`src/rtl/butterfly_pair_reader.sv`:
```
// butterfly_pair_reader
// Groups a gapped sample stream into (A, B) pairs and queues the pairs in a
// small FIFO for a downstream butterfly that can stall. When a pair arrives
// while the FIFO is full and nothing is leaving, that pair is dropped and a
// sticky overflow flag is raised.
module butterfly_pair_reader #(
    parameter int WIDTH      = 32,
    parameter int FIFO_DEPTH = 4     // power of two, >= 2
) (
    input  logic                          clk,
    input  logic                          rst,
    input  logic [WIDTH-1:0]              data_in,
    input  logic                          valid_in,
    input  logic                          flush,
    output logic [WIDTH-1:0]              a_out,
    output logic [WIDTH-1:0]              b_out,
    output logic                          pair_valid,
    input  logic                          pair_ready,
    output logic [$clog2(FIFO_DEPTH):0]   level,
    output logic                          overflow
);

    localparam int PTR_W = $clog2(FIFO_DEPTH);
    localparam int LVL_W = PTR_W + 1;
    localparam logic [LVL_W-1:0] FULL_LVL = LVL_W'(FIFO_DEPTH);

    typedef enum logic {
        EXPECT_A = 1'b0,
        EXPECT_B = 1'b1
    } pair_state_t;

    pair_state_t              state;
    pair_state_t              state_next;
    logic                     latch_a;
    logic                     pair_formed;
    logic [WIDTH-1:0]         held_a;

    logic [2*WIDTH-1:0]       mem [FIFO_DEPTH];
    logic [PTR_W-1:0]         wr_ptr;
    logic [PTR_W-1:0]         rd_ptr;
    logic [2*WIDTH-1:0]       head;
    logic                     pop;
    logic                     push;
    logic                     drop;

    // Pairing state register; flush returns to EXPECT_A like reset does
    always_ff @(posedge clk) begin
        if (!rst) begin
            state <= EXPECT_A;
        end else if (flush) begin
            state <= EXPECT_A;
        end else begin
            state <= state_next;
        end
    end

    // Next pairing state: advance only on valid samples so gaps are tolerated
    always_comb begin
        state_next = state;
        if (valid_in) begin
            state_next = (state == EXPECT_A) ? EXPECT_B : EXPECT_A;
        end
    end

    // Pairing outputs: capture A, or announce a complete pair on B
    always_comb begin
        latch_a     = 1'b0;
        pair_formed = 1'b0;
        if (valid_in && !flush) begin
            latch_a     = (state == EXPECT_A);
            pair_formed = (state == EXPECT_B);
        end
    end

    // A holding register, cleared by reset and loaded on the A sample
    always_ff @(posedge clk) begin
        if (!rst) begin
            held_a <= '0;
        end else if (latch_a) begin
            held_a <= data_in;
        end
    end

    // A pop frees a slot on the same edge, so a full FIFO still accepts a
    // pair when the head is leaving
    always_comb begin
        pop  = pair_valid && pair_ready && !flush;
        push = pair_formed && ((level != FULL_LVL) || pop);
        drop = pair_formed && !push;
    end

    // Pair storage; data only, so no reset is needed here
    always_ff @(posedge clk) begin
        if (rst && push) begin
            mem[wr_ptr] <= {held_a, data_in};
        end
    end

    // FIFO pointers, occupancy and sticky overflow flag
    always_ff @(posedge clk) begin
        if (!rst || flush) begin
            wr_ptr   <= '0;
            rd_ptr   <= '0;
            level    <= '0;
            overflow <= 1'b0;
        end else begin
            if (push) begin
                wr_ptr <= wr_ptr + 1'b1;
            end
            if (pop) begin
                rd_ptr <= rd_ptr + 1'b1;
            end
            if (push && !pop) begin
                level <= level + 1'b1;
            end else if (pop && !push) begin
                level <= level - 1'b1;
            end
            if (drop) begin
                overflow <= 1'b1;
            end
        end
    end

    // Head pair presentation, forced to zero while the FIFO is empty
    always_comb begin
        head       = mem[rd_ptr];
        pair_valid = (level != '0);
        a_out      = pair_valid ? head[2*WIDTH-1:WIDTH] : '0;
        b_out      = pair_valid ? head[WIDTH-1:0]       : '0;
    end

endmodule

```
`config.mk`:
```
export PLATFORM = sky130hd
export DESIGN_NAME = butterfly_pair_reader
export DESIGN_NICKNAME = d
export VERILOG_FILES = /design/src/rtl/butterfly_pair_reader.sv
export SDC_FILE = /design/constraint.sdc
export NUM_CORES = 1
export LEC_CHECK = 0
export BUFFER_PORTS_ARGS = -buffer_cell sky130_fd_sc_hd__buf_2
export CAP_MARGIN = 20
export CORE_ASPECT_RATIO = 0.9
export CORE_UTILIZATION = 53
export CTS_CLUSTER_DIAMETER = 200
export DETAILED_ROUTE_END_ITERATION = 7
export PLACE_DENSITY = 0.84
export SLEW_MARGIN = 10
export SYNTH_ARGS = -nofsm -noshare
export SYNTH_HDL_FRONTEND = slang
export SYNTH_SLANG_ARGS = --single-unit
```
`constraint.sdc`:
```
create_clock -name clk -period 3 [get_ports clk]
set_input_delay 0.75 -clock clk [delete_from_list [all_inputs] [get_ports clk]]
set_output_delay 0.75 -clock clk [all_outputs]
set_load 0.01 [all_outputs]
```
=== Word-level counts from Yosys, hierarchy flattened ===
Memory sizes are Yosys's and may differ from the RTL's. A register that Yosys moved wholly into a read port is not among the register bits.
Cells that the tools add are included.

* $add $sub $neg: 4
* Equal/unequal tests: 1
* Muxes and demuxes: 11
* Bitwise operators: 2
* Reductions and logical operators: 17

{| class="wikitable"
|+ Operators by type and width
! operator !! number
|-
| $mux W32 || 2
|-
| $logic_and A1 B1 Y1 || 8
|-
| $mux W3 || 2
|-
| $mux W1 || 5
|-
| $add A2 B1 Y2 const B || 2
|-
| $logic_not A1 Y1 || 4
|-
| $mux W2 || 2
|-
| $add A3 B1 Y3 const B || 1
|-
| $ne A3 B3 Y1 const B || 1
|-
| $reduce_bool A3 Y1 || 1
|-
| $sub A3 B1 Y3 const B || 1
|-
| $logic_or A1 B1 Y1 || 2
|-
| $not A1 Y1 || 2
|-
| $reduce_bool A2 Y1 || 1
|-
| $reduce_or A2 Y1 || 1
|}

* Bits in writable memories: 256
* Logic and storage cells: 42
* Output and inout port bits: 69
* Memories kept: 1
* Bits in registers: 41
* Bits of input ports: 37

{| class="wikitable"
|+ Memories
! name !! words !! bits a word !! rd ports !! clocked after memory_dff !! write ports !! RTL line !! source
|-
| mem || 4 || 64 || 1 || 1 || 1 || 38 || <nowiki>logic [2*WIDTH-1:0] mem [FIFO_DEPTH];</nowiki>
|}

=== Longest topological paths before layout ===
Gate-level depths: netlist (run 1).

* Depth after elaboration: 9
* Depth in mapped cells: 8
* Depth with buffers taken out: 8

=== Least setup slack after synthesis (run 1) ===
Ideal clock, no wire load.

* Kind: input -> register
* Start: input port rst
* End: memory mem[0][0] (netlist bit), enable pin
* Path buffers: 2
* Data required time: 2.571 ns
* Setup time: 0.429 ns
* Arrival time: 2.782 ns
* Stages: 3
* Slack: -0.211 ns
* Cells stage by stage: clkbuf_1 clkbuf_1 and3_1

* Cells in the longest elaborated chain, start to end: 3

{| class="wikitable"
|+ RTL lines
! item !! RTL line !! source
|-
| start: declaration || 11 || <nowiki>input logic rst,</nowiki>
|-
| $logic_and A1 B1 Y1 || 94 || <nowiki>if (rst && push) begin</nowiki>
|-
| $mux W1 || 94 ||
|-
| $mux W1 (not written as such) || 95 || <nowiki>mem[wr_ptr] <= {held_a, data_in};</nowiki>
|-
| end: declaration || 38 ||
|}

Every way passes these cells.

=== Worst setup path in the final report (run 1) ===
* Start: register level[0]
* End: output port a_out[14]

* Cells in the longest elaborated chain, start to end: 2

{| class="wikitable"
|+ RTL lines
! item !! RTL line !! source
|-
| start: declaration || 19 || <nowiki>output logic [$clog2(FIFO_DEPTH):0] level,</nowiki>
|-
| start signal: assignment || 114 || <nowiki>level <= level + 1'b1;</nowiki>
|-
| start signal: assignment || 116 || <nowiki>level <= level - 1'b1;</nowiki>
|-
| $reduce_bool A3 Y1 || 127 || <nowiki>pair_valid = (level != '0);</nowiki>
|-
| $mux W32 || 128 || <nowiki>a_out = pair_valid ? head[2*WIDTH-1:WIDTH] : '0;</nowiki>
|-
| end: declaration || 15 || <nowiki>output logic [WIDTH-1:0] a_out,</nowiki>
|}

Every way passes these cells.

==> metrics, run 1 <==
number of vias per cell=about 5.6; Final Setup Violations=0; crit end category=output port; worst skew pair latency=540 ps; vias=between 5000 and 6000; most frequent cells in the layout=edfxtp_1 (256), buf_2 (105), and2_1 (64), nand2_1 (64), mux4_2 (60); CP Data Required Time=about 2300 ps; Peak VDD IR=0.441 mV; nets@finish=767; CP arrival=approximately 2100 ps; number of global-route vias before repair=about 6100; Final Hold Viols=0; initial antenna violation count=1; Slew HR=between 60% and 70%; GP Congestion=0.799; sequential fraction of the synthesis area=74.4%; most common cell after layout, fill and taps aside=edfxtp_1; Layout Skew=about 18 ps; Highest Clock Rate=0.346 GHz; root buffer cell=clkbuf_16; Worst Hold Class=in2reg; Final min period=2890 ps; P_leak=4.75 nW; Ys Warns=0; gr ovfl total=0; setup TNS=0 ps; worst-path cell chain=or3_2 -> buf_6 -> and2_1 -> buf_2; Die ar.=approximately 0.022 mm2; First DRT Iteration DRCs=slightly below 400; Worst-path clk slew=about 60 ps; CP max stage delay=520 ps; largest net degree at the start of global routing=66; CTS tree=yes; Final Cycle Share=between 90 and 100%; mean area per synthesized cell=roughly 19 um2; kind of critical path=reg2out; Die Wd=157 um; Worst-Margin Slew=517 ps; cell row count=50; drt pass-1 iters=5; final wirelength=~22000 um; WL per Instance=21.1 um; HPWL after DPL=between 10000 and 15000 um; I/O pin cnt=106; maximum fanout along the worst path=65; Area Growth Syn to Fin=16.4%; H-tree depth=1; RSZ-0062 raised after global routing=false; Remaining DRCs=0; Mapped Cells=about 600; crit start category=flop; initial core utilization=a little over half; share of layout cells above drive strength 1=about a third; Cell Area, Synth=between 0.01 and 0.015 mm2; slowest stage cell, crit path=or3_2; fin area=between 0.01 and 0.015 mm2; die height=between 100 and 150 um; Yosys reg bits=about 300; Core Area=between 0.02 and 0.025 mm2; Routed Antenna Nets=0; # clock sinks=about 300; synth unique cells=35; Synth Net Count=647; max cap viols=0; GRT Total Usage=about a fifth; Ant. Diodes=0; Pwr Density=between 600 and 700 mW/mm2; fin. max-slew vios=0; deepest clock path buffer count=3; number of port buffers=about 110; status=finished clean; first-pass GRT wire length=around 34000 um; Placed Instance Area=between 0.01 and 0.015 mm2; total CTS buffers=29
-- final cells by class --
type	instances	area, um2
flip-flops and latches	299	8550
clock inverters	15	136
well taps	286	358
inverters	3	11.3
clock buffers	39	823
repair buffers	122	795
fillers	1443	7650
multi-input cells	269	2690
-- sequential cells by signal, indices dropped and copies added, names as in the netlist, named ones only --
name	cells
overflow	1
state	1
wr_ptr	2
mem	256
rd_ptr	2
level	3
held_a	32
-- power by group --
| part | switching (mW) | leakage [nW] | total [mW] | internal, mW |
|---|---|---|---|---|
| Combinational | 0.123 | 1.48 | 0.200 | 0.0767 |
| Sequential | 0.0281 | 2.79 | 4.56 | 4.53 |
| Clock | 1.46 | 0.474 | 3.56 | 2.10 |
| Total | 1.61 | 4.75 | 8.31 | 6.70 |
-- what timing repair did --
item	CTS	global route
hold buffers	0	0
gates resized for setup	0	1
setup endpoints to repair	2	64
buffers inserted	1	0
-- cell usage after synthesis --
master    count  area (um2)
nor3b_2       1        12.5
a21oi_1       4        20.0
a21boi_0      2        15.0
a21boi_1     30         225
mux4_2       60        1350
o21ai_0       3        15.0
o311ai_0      1        8.76
or2_2         1        6.26
nor2_1        8        30.0
clkbuf_2      2        10.0
nand2_1      64         240
mux4_1        4         105
inv_1         3        11.3
and3b_1       1        8.76
xnor2_1       1        8.76
dfxtp_1      43         861
buf_2        12        60.1
ha_1          5        62.6
nand2b_1      1        6.26
or3b_1        1        8.76
and3_1        4        25.0
buf_6         1        11.3
nor4b_2       1        15.0
or4b_2        1        10.0
mux2i_1       1        10.0
clkbuf_1     12        45.0
and2_1       64         400
or3_1         2        12.5
buf_12        6         120
xor2_1        4        35.0
edfxtp_1    256        7690
nand3b_1      1        7.51
fa_1          1        20.0
o31ai_1       1        7.51
nand3_1       2        10.0
-- metrics by stage --
step	worst slack [ps]	std cells	util, %	hold WS [ps]	total power [mW]
2_1_floorplan	494	604	-	460	4.74
3_3_place_gp	416	978	59.0	462	4.83
3_5_place_dp	306	978	59.0	481	4.84
4_1_cts	4.78	1033	63.6	421	8.38
5_1_grt	9.55	1033	63.6	425	8.54
6_report	109	1033	63.6	442	8.31
-- worst max-delay path, delay by kind of cell (launching register included) --
family        cells  cell delay (ps)
flops             1              420
simple gates      2              750
buf+inv           2              410
-- per-layer routing --
| layer | part of all wire, % | up-vias | GRT usage [%] |
|---|---|---|---|
| met5 | 0.046 | - | 0 |
| met4 | 2.0 | 2 | 5.67 |
| met3 | 5.1 | 34 | 3.45 |
| met2 | 51 | 161 | 34.9 |
| met1 | 41 | 2993 | 26.5 |
| li1 | - | 2577 | - |
-- path summary, 6_finish.rpt --
path	from	to	slack, ps	cells past startpoint
worst max register to register	level[0]$_SDFFE_PP0P_	level[2]$_SDFFE_PP0P_	700	8
worst min-delay path	data_in[1]	mem[2][1]$_DFFE_PP_	440	1
worst max-delay path	level[0]$_SDFFE_PP0P_	a_out[14]	110	4
worst min register to register	held_a[12]$_SDFFE_PN0P_	mem[2][44]$_DFFE_PP_	490	0
-- cells by family (layout without fill, tap and decap cells) --
| kind of cell | Yosys count | count (layout) | share of synthesized area (%) |
|---|---|---|---|
| flip-flops | 299 | 299 | 74.4 |
| XOR/XNOR | 5 | 5 | 0.381 |
| AND/OR/NAND/NOR | 152 | 152 | 6.91 |
| AO/OA/AOI/OAI | 41 | 41 | 2.54 |
| multiplexers | 65 | 65 | 12.8 |
| buffers and inverters | 36 | 179 | 2.24 |
| adder cells (fa/ha/maj) | 6 | 6 | 0.719 |
(Power assumes the default switching activity.)
==> inputs of run 2 (changes only) <==
--- a/config.mk
+++ b/config.mk
@@ -8,10 +8,11 @@
 export BUFFER_PORTS_ARGS = -buffer_cell sky130_fd_sc_hd__buf_2
 export CAP_MARGIN = 20
 export CORE_ASPECT_RATIO = 0.9
-export CORE_UTILIZATION = 53
+export CORE_UTILIZATION = 55
+export CTS_BUF_LIST = sky130_fd_sc_hd__clkbuf_8
 export CTS_CLUSTER_DIAMETER = 200
 export DETAILED_ROUTE_END_ITERATION = 7
-export PLACE_DENSITY = 0.84
+export PLACE_DENSITY = 0.87
 export SLEW_MARGIN = 10
 export SYNTH_ARGS = -nofsm -noshare
 export SYNTH_HDL_FRONTEND = slang
==> run 2 against run 1 <==
Die area shrank 3.6%. Cell count rose by 0.19%. Global-route usage up 0.93 points. Combinational power about the same. Clock power shrank 6.2%. Register-to-register slack better by 20 ps. Sequential power is essentially flat. Non-clock buffer count grew 1. First-iteration DRC count unchanged. Design area down 0.57%.
==> metrics, run 2 (synthesis results as in run 1) <==
deepest clock path buffer count=3 (unchanged); final wirelength=21700 um (was 21800 um); number of vias per cell=5.70 (was 5.58); Ant. Diodes=0 (unchanged); root buffer cell=clkbuf_8 (was clkbuf_16); final core occ=65.7% (was 63.6%); Core Area=0.0202 mm2 (was 0.0210 mm2); WL per Instance=21.0 um (was 21.1 um); Routed Antenna Nets=0 (unchanged); # clock sinks=299 (unchanged); most frequent cells in the layout=edfxtp_1 (256), buf_2 (105), and2_1 (64), nand2_1 (64), mux4_2 (60) (unchanged); CTS tree=yes (unchanged); GP Congestion=0.773 (was 0.799); Die ar.=0.0215 mm2 (was 0.0223 mm2); I/O pin cnt=106 (unchanged); Final Setup Violations=0 (unchanged); crit start category=flop (unchanged); Final min period=2850 ps (was 2890 ps); crit end category=output port (unchanged); kind of critical path=reg2out (unchanged); Worst-Margin Slew=765 ps (was 517 ps); number of port buffers=105 (unchanged); Area Growth Syn to Fin=15.7% (was 16.4%); setup TNS=0 ps (unchanged); Pwr Density=609 mW/mm2 (was 622 mW/mm2); Slew HR=49.0% (was 65.1%); fin. max-slew vios=0 (unchanged); reg-to-reg startpoint=level[0]$_SDFFE_PP0P_ (unchanged); nets@finish=785 (was 767); Worst Hold Class=in2reg (unchanged); max cap viols=0 (unchanged); RSZ-0062 raised after global routing=false (unchanged); status=finished clean (unchanged); number of global-route vias before repair=6339 (was 6064); initial antenna violation count=0 (was 1); Layout Skew=14.5 ps (was 17.9 ps); FILL cells=1333 (was 1443); P_leak=4.82 nW (was 4.75 nW); H-tree depth=2 (was 1); Worst-path clk slew=60 ps (about the same); first-pass GRT wire length=34300 um (was 33700 um); CP max stage delay=620 ps (was 520 ps); cell row count=49 (was 50); Peak VDD IR=0.327 mV (was 0.441 mV); most common cell after layout, fill and taps aside=edfxtp_1 (unchanged); footprint of the multi-input gates=0.00269 mm2 (about the same); CP endpoint=b_out[31] (was a_out[14]); RR Endpoint=level[2]$_SDFFE_PP0P_ (unchanged); total CTS buffers=46 (was 29); slowest stage cell, crit path=mux4_1 (was or3_2); worst skew pair latency=550 ps (was 540 ps); final setup margin=147 ps (was 109 ps); largest register by flop count=mem (unchanged); maximum fanout along the worst path=15 (was 65); CP arrival=2100 ps (was 2140 ps); R2R depth=8 (unchanged); Placement Setup Slack=298 ps (was 306 ps); drt pass-1 iters=4 (was 5); max reg flops=256 (unchanged); worst-path cell chain=buf_12 -> mux4_1 -> and2_1 -> buf_2 (was or3_2 -> buf_6 -> and2_1 -> buf_2); largest net degree at the start of global routing=65 (was 66); Hold Path Stages=1 (unchanged); vias=5900 (was 5767); gr ovfl total=0 (unchanged); Reg2Reg Setup Slack=720 ps (was 700 ps); GRT Total Usage=21.1% (was 20.2%); initial core utilization=56.8% (was 54.6%); Final Hold Viols=0 (unchanged); Remaining DRCs=0 (unchanged); CP Data Required Time=2250 ps (about the same); die height=139 um (was 142 um); First DRT Iteration DRCs=385 (unchanged); share of layout cells above drive strength 1=33.5% (was 32.5%); Highest Clock Rate=0.351 GHz (was 0.346 GHz); Die Wd=154 um (was 157 um); Seq. cell area=0.00855 mm2 (unchanged); Final Cycle Share=95.1% (was 96.4%); biggest regs=mem: 256 flops, held_a: 32 flops, level: 3 flops (unchanged); HPWL after DPL=13000 um (was 12500 um)
[run 2: worst max-delay path: cells and delay by family (launching register included)]
family	cells	cell delay, ps
muxes	1	620
DFF	1	420
buffers and inverters	2	320
and+or+nand+nor	1	180
[run 2: final cells by class]
cell class / count / area share [%]
flip-flops and latches: 299 / 64.4
multi-input cells: 269 / 20.3
clock buffers: 58 / 6.01
repair buffers: 123 / 5.75
well taps: 255 / 2.40
clock inverters: 28 / 1.13
inverters: 3 / 0.0847
[run 2: power breakdown]
part	internal (mW)	switching (mW)
sequential	4.53	0.0277
combinational	0.0788	0.123
clock	1.83	1.50
[run 2: repair_timing]
action / in CTS / in global routing
setup endpoints to repair: 64 / 10
hold buffers: 0 / 0
pin swaps: 0 / 0
buffers inserted: 2 / 0
resized for setup: 1 / 1
[run 2: metal layers]
metal	GRT usage, %	routed length [um]	vias up
met2	35.0	10800	227
met5	0	0	-
met3	4.19	1390	39
met1	28.4	9060	3016
li1	-	-	2618
met4	7.24	466	0
[run 2: how the worst min path moves through the flow]
| stage | start | to | slack, ps |
|---|---|---|---|
| final | data_in[29] | mem[1][29]$_DFFE_PP_ | 430 |
| after global routing | data_in[29] | mem[2][29]$_DFFE_PP_ | 410 |
| after CTS | data_in[29] | mem[1][29]$_DFFE_PP_ | 400 |
| after detailed placement | overflow$_SDFFE_PP0P_ | overflow$_SDFFE_PP0P_ | 460 |
| after global placement | overflow$_SDFFE_PP0P_ | overflow$_SDFFE_PP0P_ | 460 |
| after floorplan | held_a[0]$_SDFFE_PN0P_ | mem[0][32]$_DFFE_PP_ | 460 |
[run 2: per-stage QoR]
| stage | hold slack (ps) | instances | total power, mW | cell area, um2 |
|---|---|---|---|---|
| finish | 427 | 1035 | 8.10 | 13300 |
| global route | 412 | 1035 | 8.37 | 13300 |
| floorplan | 460 | 604 | 4.74 | 11500 |
| CTS | 399 | 1035 | 8.18 | 13300 |
| global placement | 457 | 947 | 4.83 | 12300 |
| detailed placement | 465 | 947 | 4.85 | 12300 |
==> inputs of run 3 (changes only) <==
--- a/config.mk
+++ b/config.mk
@@ -12,6 +12,7 @@
 export CTS_BUF_LIST = sky130_fd_sc_hd__clkbuf_8
 export CTS_CLUSTER_DIAMETER = 200
 export DETAILED_ROUTE_END_ITERATION = 7
+export GPL_TIMING_DRIVEN = 0
 export PLACE_DENSITY = 0.87
 export SLEW_MARGIN = 10
 export SYNTH_ARGS = -nofsm -noshare
==> run 3 against run 2 <==
Sequential power about the same. Clock skew up 3.0 ps. First-iteration DRC count up 19%. Sequential share of layout area down 0.57 points. Critical path depth up 1. Non-clock buffer count up 18. Total power down 0.66%. Flip-flop and latch count unchanged. Critical endpoint is now a_out[26]. Largest cell class unchanged.
==> metrics, run 3 (synthesis results as in run 1) <==
cell row count=49 (unchanged); CTS tree=yes (unchanged); Worst-path clk slew=70 ps (was 60 ps); worst-path cell chain=clkbuf_2 -> buf_2 -> mux4_2 -> and2_1 -> buf_2 (was buf_12 -> mux4_1 -> and2_1 -> buf_2); vias=5975 (was 5900); share of layout cells above drive strength 1=34.0% (was 33.5%); Core Area=0.0202 mm2 (unchanged); die height=139 um (unchanged); GRT Total Usage=21.6% (was 21.1%); root buffer cell=clkbuf_8 (unchanged); max reg flops=256 (unchanged); FILL cells=1261 (was 1333); GP Congestion=0.791 (was 0.773); number of vias per cell=5.67 (was 5.70); Final Hold Viols=0 (unchanged); CP max stage delay=340 ps (was 620 ps); Pwr Density=600 mW/mm2 (was 609 mW/mm2); WL per Instance=21.2 um (was 21.0 um); HPWL after DPL=14100 um (was 13000 um); Die Wd=154 um (unchanged); maximum fanout along the worst path=10 (was 15); total CTS buffers=46 (unchanged); H-tree depth=2 (unchanged); setup TNS=0 ps (unchanged); most common cell after layout, fill and taps aside=edfxtp_1 (unchanged); Top delay family on crit path=buffers and inverters (was multiplexers); initial core utilization=56.8% (unchanged); drt pass-1 iters=5 (was 4); number of global-route vias before repair=6401 (was 6339); final hold slack=437 ps (was 427 ps); Ant. Diodes=0 (unchanged); Buf/Inv on CP=3 (was 2); Crit path top cell by count=buf_2; initial antenna violation count=0 (unchanged); Post-CTS Setup Inserts=0 (was 2); I/O pin cnt=106 (unchanged); Met2 Wirelength=11400 um (was 10800 um); Slew HR=63.8% (was 49.0%); Levels on crit path=5 (was 4); crit start category=flop (unchanged); Final Cycle Share=96.6% (was 95.1%); P_leak=4.87 nW (was 4.82 nW); CP arrival=2150 ps (was 2100 ps); Hold Path Stages=1 (unchanged); nets@finish=803 (was 785); largest net degree at the start of global routing=42 (was 65); biggest regs=mem: 256 flops, held_a: 32 flops, level: 3 flops (unchanged); First DRT Iteration DRCs=460 (was 385); Metal-1 WL=9030 um (was 9060 um); highest metal used=met4 (unchanged); R2R depth=8 (unchanged); CP Data Required Time=2250 ps (about the same); deepest clock path buffer count=3 (unchanged); Final min period=2900 ps (was 2850 ps); Area Growth Syn to Fin=16.7% (was 15.7%); worst skew pair latency=550 ps (about the same); most frequent cells in the layout=edfxtp_1 (256), buf_2 (113), and2_1 (64), nand2_1 (64), mux4_2 (60) (was edfxtp_1 (256), buf_2 (105), and2_1 (64), nand2_1 (64), mux4_2 (60)); Placed Instance Area=0.0125 mm2 (was 0.0123 mm2); status=finished clean (unchanged); final core occ=66.2% (was 65.7%); Final Setup Violations=0 (unchanged); fin area=0.0134 mm2 (was 0.0133 mm2); Worst-Margin Slew=543 ps (was 765 ps); gr ovfl total=0 (unchanged); final setup margin=102 ps (was 147 ps); Routed Antenna Nets=0 (unchanged); Worst Hold Class=in2reg (unchanged); Highest Clock Rate=0.345 GHz (was 0.351 GHz); Placement Setup Slack=189 ps (was 298 ps); # clock sinks=299 (unchanged); first-pass GRT wire length=34600 um (was 34300 um); slowest stage cell, crit path=buf_2 (was mux4_1); crit end category=output port (unchanged); Die ar.=0.0215 mm2 (unchanged); Layout Skew=17.5 ps (was 14.5 ps); kind of critical path=reg2out (unchanged); number of port buffers=104 (was 105); max cap viols=0 (unchanged); metal3 WL=1470 um (was 1390 um); Peak VDD IR=0.299 mV (was 0.327 mV); fin. max-slew vios=0 (unchanged); Remaining DRCs=0 (unchanged); largest register by flop count=mem (unchanged); final wirelength=22300 um (was 21700 um)
## run 3: where the power goes
part           internal [mW]  total [mW]  switching, mW
sequential              4.53        4.56         0.0282
combinational         0.0810       0.207          0.126
clock                   1.78        3.28           1.50
## run 3: layout make-up
class | instances | area [um2] | area share [%]
Multi-Input combinational cell | 269 | 2700 | 20.2
Buffer | 33 | 268 | 2.00
Inverter | 3 | 11.3 | 0.0840
Clock buffer | 52 | 716 | 5.34
Sequential cell | 299 | 8550 | 63.8
Clock inverter | 34 | 206 | 1.54
Timing Repair Buffer | 108 | 631 | 4.71
Tap cell | 255 | 319 | 2.38
## run 3: final timing paths
kind         slack, ps               startpoint               endpoint
max                100                     flop              a_out[26]
min reg2reg        490  held_a[14]$_SDFFE_PN0P_   mem[0][46]$_DFFE_PP_
max reg2reg        640    level[1]$_SDFFE_PP0P_  level[2]$_SDFFE_PP0P_
min                440               data_in[3]    mem[2][3]$_DFFE_PP_
## run 3: metrics by stage
stage               cells  power [mW]
floorplan             604        4.74
global placement      963        4.83
detailed placement    967        4.85
CTS                  1053        8.10
global route         1053        8.28
finish               1053        8.04
## run 3: metal layers
metal	track usage (%)	vias up
met4	7.14	0
met5	0	-
met2	37.0	262
met1	28.1	3013
met3	4.03	36
li1	-	2664
## run 3: repair_timing
item,4_1_cts,5_1_grt
hold buffers,0,0
resized for setup,6,8
cloned,0,0
endpoints found under the setup margin,40,19
